**config.mk**
```make
export PLATFORM = sky130hd
export DESIGN_NAME = bt656_dec
export DESIGN_NICKNAME = d
export VERILOG_FILES = /design/src/rtl/bt656_dec.sv
export SDC_FILE = /design/constraint.sdc
export NUM_CORES = 1
export LEC_CHECK = 0
export CORE_ASPECT_RATIO = 1.5
export CORE_MARGIN = 2
export CORE_UTILIZATION = 35
export DETAILED_ROUTE_END_ITERATION = 12
export PLACE_DENSITY = 0.61
export SKIP_LAST_GASP = 1
export SLEW_MARGIN = 20
export SYNTH_ARGS = -nofsm -noshare
export SYNTH_HDL_FRONTEND = slang
export SYNTH_SLANG_ARGS = --single-unit
```
**constraint.sdc**
```tcl
create_clock -name clk -period 3 [get_ports clk]
set_clock_uncertainty 0.05 [all_clocks]
set_input_delay 0.45 -clock clk [delete_from_list [all_inputs] [get_ports clk]]
set_output_delay 0.45 -clock clk [all_outputs]
set_load 0.1 [all_outputs]
```
**src/rtl/bt656_dec.sv**
```systemverilog
// BT.656 embedded-sync decoder: finds EAV/SAV timing codes, checks XY protection,
// and re-times H/V/F flags onto a fixed 4-clk data pipeline with line-length lock.
module bt656_dec #(
  parameter int WIDTH      = 8,
  parameter int LEN_W      = 12,
  parameter int LOCK_LINES = 4
) (
  input  logic             clk,
  input  logic             rst_n,
  input  logic [WIDTH-1:0] din,
  output logic [WIDTH-1:0] dout,
  output logic             Ho,
  output logic             Vo,
  output logic             Fo,
  output logic             eav_p,
  output logic             sav_p,
  output logic             prot_err,
  output logic             locked,
  output logic [LEN_W-1:0] line_len
);

  localparam int              MW       = $clog2(LOCK_LINES + 1);
  localparam logic [MW-1:0]    LOCK_MAX = MW'(LOCK_LINES);
  localparam logic [LEN_W-1:0] CNT_MAX  = {LEN_W{1'b1}};

  function automatic logic [3:0] prot_bits(input logic f, input logic v, input logic h);
    return {v ^ h, f ^ h, f ^ v, f ^ v ^ h};
  endfunction

  // Stage 0 is the byte one clk behind din; stage 2 feeds the output register.
  logic [WIDTH-1:0] pd_q [3];
  logic [WIDTH-1:0] pd_d [3];
  logic [2:0]       ph_q, ph_d, pv_q, pv_d, pf_q, pf_d;
  logic [2:0]       pc_q, pc_d, pe_q, pe_d, ps_q, ps_d;

  logic             h_q, h_d, v_q, v_d, f_q, f_d;
  logic [WIDTH-1:0] dout_q, dout_d;
  logic             ho_q, ho_d, vo_q, vo_d, fo_q, fo_d;
  logic             eav_q, eav_d, sav_q, sav_d;
  logic             prot_q, prot_d;

  logic [LEN_W-1:0] cnt_q, cnt_d, len_q, len_d;
  logic [LEN_W-1:0] cnt_inc_s;
  logic [MW-1:0]    match_q, match_d;
  logic             locked_q, locked_d;

  logic [7:0] b0_s, b1_s, b2_s, b3_s;
  logic       xy_f_s, xy_v_s, xy_h_s;
  logic       code_s, prot_ok_s, valid_s, eav_in_s;

  assign b0_s = din[WIDTH-1 -: 8];
  assign b1_s = pd_q[0][WIDTH-1 -: 8];
  assign b2_s = pd_q[1][WIDTH-1 -: 8];
  assign b3_s = pd_q[2][WIDTH-1 -: 8];

  assign xy_f_s    = b0_s[6];
  assign xy_v_s    = b0_s[5];
  assign xy_h_s    = b0_s[4];
  assign code_s    = (b3_s == 8'hFF) && (b2_s == 8'h00) && (b1_s == 8'h00) && b0_s[7];
  assign prot_ok_s = (b0_s[3:0] == prot_bits(xy_f_s, xy_v_s, xy_h_s));
  assign valid_s   = code_s && prot_ok_s;
  assign eav_in_s  = valid_s && xy_h_s;

  // Pipeline shift; a valid code retags the three preamble bytes already in flight.
  always_comb begin
    pd_d[0] = din;
    pd_d[1] = pd_q[0];
    pd_d[2] = pd_q[1];
    ph_d    = {ph_q[1:0], h_q};
    pv_d    = {pv_q[1:0], v_q};
    pf_d    = {pf_q[1:0], f_q};
    pc_d    = {pc_q[1:0], 1'b0};
    pe_d    = {pe_q[1:0], 1'b0};
    ps_d    = {ps_q[1:0], 1'b0};
    dout_d  = pd_q[2];
    ho_d    = ph_q[2] | pc_q[2];
    vo_d    = pv_q[2];
    fo_d    = pf_q[2];
    eav_d   = pe_q[2];
    sav_d   = ps_q[2];
    h_d     = h_q;
    v_d     = v_q;
    f_d     = f_q;
    prot_d  = code_s && !prot_ok_s;
    if (valid_s) begin
      h_d   = xy_h_s;
      v_d   = xy_v_s;
      f_d   = xy_f_s;
      ph_d  = {3{xy_h_s}};
      pv_d  = {3{xy_v_s}};
      pf_d  = {3{xy_f_s}};
      pc_d  = 3'b111;
      pe_d  = {2'b00, xy_h_s};
      ps_d  = {2'b00, ~xy_h_s};
      ho_d  = 1'b1;
      vo_d  = xy_v_s;
      fo_d  = xy_f_s;
      eav_d = 1'b0;
      sav_d = 1'b0;
    end else begin
      h_d   = h_q;
      v_d   = v_q;
      f_d   = f_q;
    end
  end

  assign cnt_inc_s = (cnt_q == CNT_MAX) ? cnt_q : cnt_q + LEN_W'(1);

  // Line-length measurement and lock tracking.
  always_comb begin
    cnt_d   = cnt_inc_s;
    match_d = match_q;
    len_d   = len_q;
    if (eav_in_s) begin
      cnt_d = {LEN_W{1'b0}};
      if (cnt_inc_s == len_q) begin
        if (match_q != LOCK_MAX) begin
          match_d = match_q + MW'(1);
        end else begin
          match_d = match_q;
        end
      end else begin
        match_d = {MW{1'b0}};
        len_d   = cnt_inc_s;
      end
    end else if (cnt_inc_s == CNT_MAX) begin
      match_d = {MW{1'b0}};
    end else begin
      match_d = match_q;
    end
  end

  // Unequal lines and timeouts clear match_d, so lock follows it directly.
  assign locked_d = (match_d == LOCK_MAX);

  // State registers.
  always_ff @(posedge clk or negedge rst_n) begin
    if (!rst_n) begin
      pd_q[0]  <= {WIDTH{1'b0}};
      pd_q[1]  <= {WIDTH{1'b0}};
      pd_q[2]  <= {WIDTH{1'b0}};
      ph_q     <= 3'b111;
      pv_q     <= 3'b111;
      pf_q     <= 3'b000;
      pc_q     <= 3'b000;
      pe_q     <= 3'b000;
      ps_q     <= 3'b000;
      h_q      <= 1'b1;
      v_q      <= 1'b1;
      f_q      <= 1'b0;
      dout_q   <= {WIDTH{1'b0}};
      ho_q     <= 1'b1;
      vo_q     <= 1'b1;
      fo_q     <= 1'b0;
      eav_q    <= 1'b0;
      sav_q    <= 1'b0;
      prot_q   <= 1'b0;
      cnt_q    <= {LEN_W{1'b0}};
      len_q    <= {LEN_W{1'b0}};
      match_q  <= {MW{1'b0}};
      locked_q <= 1'b0;
    end else begin
      pd_q[0]  <= pd_d[0];
      pd_q[1]  <= pd_d[1];
      pd_q[2]  <= pd_d[2];
      ph_q     <= ph_d;
      pv_q     <= pv_d;
      pf_q     <= pf_d;
      pc_q     <= pc_d;
      pe_q     <= pe_d;
      ps_q     <= ps_d;
      h_q      <= h_d;
      v_q      <= v_d;
      f_q      <= f_d;
      dout_q   <= dout_d;
      ho_q     <= ho_d;
      vo_q     <= vo_d;
      fo_q     <= fo_d;
      eav_q    <= eav_d;
      sav_q    <= sav_d;
      prot_q   <= prot_d;
      cnt_q    <= cnt_d;
      len_q    <= len_d;
      match_q  <= match_d;
      locked_q <= locked_d;
    end
  end

  assign dout     = dout_q;
  assign Ho       = ho_q;
  assign Vo       = vo_q;
  assign Fo       = fo_q;
  assign eav_p    = eav_q;
  assign sav_p    = sav_q;
  assign prot_err = prot_q;
  assign locked   = locked_q;
  assign line_len = len_q;

endmodule

```
==> results.py, run 1 <==
metrics = {
    "logic_synthesis": {
        "syn_inst": 337,
        "yosys-mux-area-fraction_pct": 1.55,
        "yosysUniqueCellTypes": 65,
        "synth_compound_area_share_pct": 13.6,
        "synth.most_common_cell": "dfrtp_1",
        "synth.area.top_cells": "dfrtp_1 50%, dfstp_2 6.8%, o21ai_0 3.9%",
        "synth-simple-area-share_pct": 20.7,
        "synth_edf_count": 0,
        "ys_ff_latch": 87,
        "synth_adder_area_share_pct": 0.969,
        "synth_common_cells": "77 x dfrtp_1, 30 x o21ai_0, 19 x inv_1",
        "synth.yosys.seq_area_share_pct": 56.5,
        "synthXorXnorAreaFrac_pct": 2.94,
        "syn_area_per_cell_um2": 11.5,
        "yosys.area.top_type_share_pct": 49.8,
        "synth-warning-count": 0,
        "synth_nets": 350,
        "synth_top_flop_cell": "dfrtp_1",
        "async_flop_share_pct": 100,
        "yosysTopAreaCell": "dfrtp_1",
        "synthesis.area_mm2": 0.00387,
        "synth_top_family_by_area": "simple AND/OR/NAND/NOR gates",
    },
    "sta": {
        "min_period_ns": 2.84,
        "tightest_slew_ns": 0.700,
        "finalSetupViolations": 0,
        "layout_setup_ws_ns": 0.160,
        "post-route-period-util_pct": 94.7,
        "max_slew_margin_pct": 53.3,
        "grt_setup_unrepaired": "false",
        "maxSlewViolCount": 0,
        "fmaxAchievable_ghz": 0.352,
        "timing.final.hold_violations": 0,
    },
    "placement": {
        "placedCellCount": 530,
        "place_ws_ns": -0.00127,
        "dpl.hpwl_mm": 6.91,
        "gp_congestion": 0.925,
        "port-buffer-count": 36,
    },
    "pwr": {
        "swShare_pct": 23.5,
        "seqPwrFrac_pct": 50.7,
        "power.leakage_nw": 2.21,
        "p_int_mw": 1.82,
        "irDropWorstVdd_uv": 281,
        "clockPowerShare_pct": 43.0,
        "p_per_area_mw_per_mm2": 504,
        "p_comb_share_pct": 6.3,
        "switchingPower_mw": 0.559,
    },
    "clock_tree": {
        "clk_pin_slew_ns": 0.06,
        "cts_resized": 0,
        "h-tree-depth": 3,
        "cts_hold_buf": 0,
        "cts_tree": "built",
        "worstSkewPairLatency_ns": 0.34,
        "post_cts_buffers": 0,
        "numCtsBuffers": 9,
        "cts_buffer_depth": 2,
        "root_buffer": "clkbuf_16",
        "cts.sinks": 87,
    },
    "global_route": {
        "grt_max_degree": 59,
        "grt_usage_pct": 16.2,
        "grt_pass1_vias": 2975,
        "overflow": 0,
        "antenna_found_initial": 0,
        "grt_pass1_wl_mm": 15.0,
    },
    "drt": {
        "vias": 2799,
        "firstDrtPassIters": 4,
        "drcViolationCount": 0,
        "wl_per_cell_um": 16.7,
        "vias_per_cell": 5.13,
        "drtIter0Drc": 175,
        "wirelength_mm": 9.12,
        "ant_nets": 0,
    },
    "min_path": {
        "hold_path.class": "input port to asynchronous set/reset pin",
    },
    "floorplanning": {
        "core_mm2": 0.0109,
        "die_h_um": 133,
        "dieArea_mm2": 0.0119,
        "die_x_um": 89.9,
        "pin_count": 37,
        "start_util_pct": 35.4,
        "fp-row-count": 47,
    },
    "critical_path": {
        "cp_cell_sequence": "nand4_2, nor3_4, xnor2_1, o21ai_1, or4b_4, nor3_4, nand2b_4, mux2_4",
        "crit_type": "flop to flop",
        "crit_required_ns": 3.17,
        "slowest_delay_ns": 0.58,
        "crit_fanout": 8,
        "slowest_stage": "or4b_4",
        "cpLargestDelayFamily": "simple AND/OR/NAND/NOR gates",
        "cp-end-kind": "flop",
        "crit_path_start_kind": "flop",
        "critPathMostFrequentCell": "nor3_4",
        "crit_buf_inv": 0,
        "startpoint": "cnt_q[8]$_DFF_PN0_",
        "r2r_start": "cnt_q[8]$_DFF_PN0_",
        "cp.arrival_ns": 3.01,
    },
    "final_layout": {
        "utilization_pct": 43.3,
        "regArea_mm2": 0.00219,
        "antenna_cells": 0,
        "multi_input_area_mm2": 0.00155,
        "drive_above_1_share_pct": 28.1,
        "fin_nets": 407,
        "layout.cells.non_filler": 546,
        "fillers": 1066,
        "area_growth_pct": 22.2,
    },
    "job": {
        "maxCapViolCount": 0,
    },
    "outcome": {
        "outcome": "finished, final reports clean",
    },
}
## final cells by class
cell class,count,share of cell area [%]
inverter,19,1.51
sequential,87,46.4
timing repair buffer,58,9.62
clock inverter,5,0.714
tap,147,3.89
clock buffer,11,5.13
multi-input combinational,219,32.8
## cells in the final DEF (no fill, tap or decap), drive strengths merged, types with 9 or more instances in the layout
master / count
nor3: 9
nand3: 16
inv: 20
dfrtp: 77
dfstp: 10
xnor2: 10
buf: 50
nor4: 13
clkbuf: 11
o21ai: 32
nand2: 19
nor2: 18
a21oi: 14
## registers in the layout, summed over array words and instances (netlist names), 8 cells and up
signal    cells
cnt_q        12
b2_s          8
dout          8
line_len     12
b1_s          8
b3_s          8
## cell families (layout without fill, tap and decap cells)
logic type | Yosys count | count (layout)
adder cells (fa/ha/maj) | 3 | 3
flip-flops | 87 | 87
multiplexers | 4 | 4
buffers and inverters | 31 | 93
AO/OA/AOI/OAI | 77 | 77
AND/OR/NAND/NOR | 122 | 122
XOR/XNOR | 13 | 13
## through the flow
stage	setup TNS (ns)	total power, mW	hold WS (ns)	instance area, um^2
2_1_floorplan	0	1.31	0.104	3880
3_3_place_gp	0	1.38	0.306	4440
5_1_grt	0	2.48	0.169	4730
4_1_cts	0	2.41	0.131	4720
3_5_place_dp	-0.00127	1.38	0.306	4440
6_report	0	2.38	0.105	4730
## routing by layer
metal	share of wire, %	track usage (%)	vias up
li1	-	-	1332
met1	39	17.6	1382
met2	54	29.7	67
met3	3.3	3.13	18
met4	3.2	8.29	0
met5	0	0	-
## final timing paths
path | cells past startpoint | slack (ns) | end
worst min register to register | 0 | 0.32 | dout[6]$_DFF_PN0_
worst min-delay path | 1 | 0.10 | pf_q[2]$_DFF_PN0_
max in group asynchronous | 2 | 2.08 | b2_s[7]$_DFF_PN0_
worst max-delay path | 8 | 0.16 | line_len[6]$_DFFE_PN0P_
worst max register to register | 8 | 0.16 | line_len[6]$_DFFE_PN0P_
min in group clk | 0 | 0.32 | dout[6]$_DFF_PN0_
## power by group through the flow
stage	clock, mW	sequential [mW]	combinational, mW
after floorplan	0	1.27	0.0418
after global routing	1.10	1.21	0.161
after CTS	1.05	1.21	0.152
after detailed placement	0	1.23	0.151
final	1.02	1.21	0.150
after global placement	0	1.23	0.150
(Power assumes the default switching activity.)
==> inputs of run 2 (changes only) <==
ABC_AREA = 0   (was not set)
==> results of run 2 <==
Final layout, timing and power as in run 1 (identical DEF).
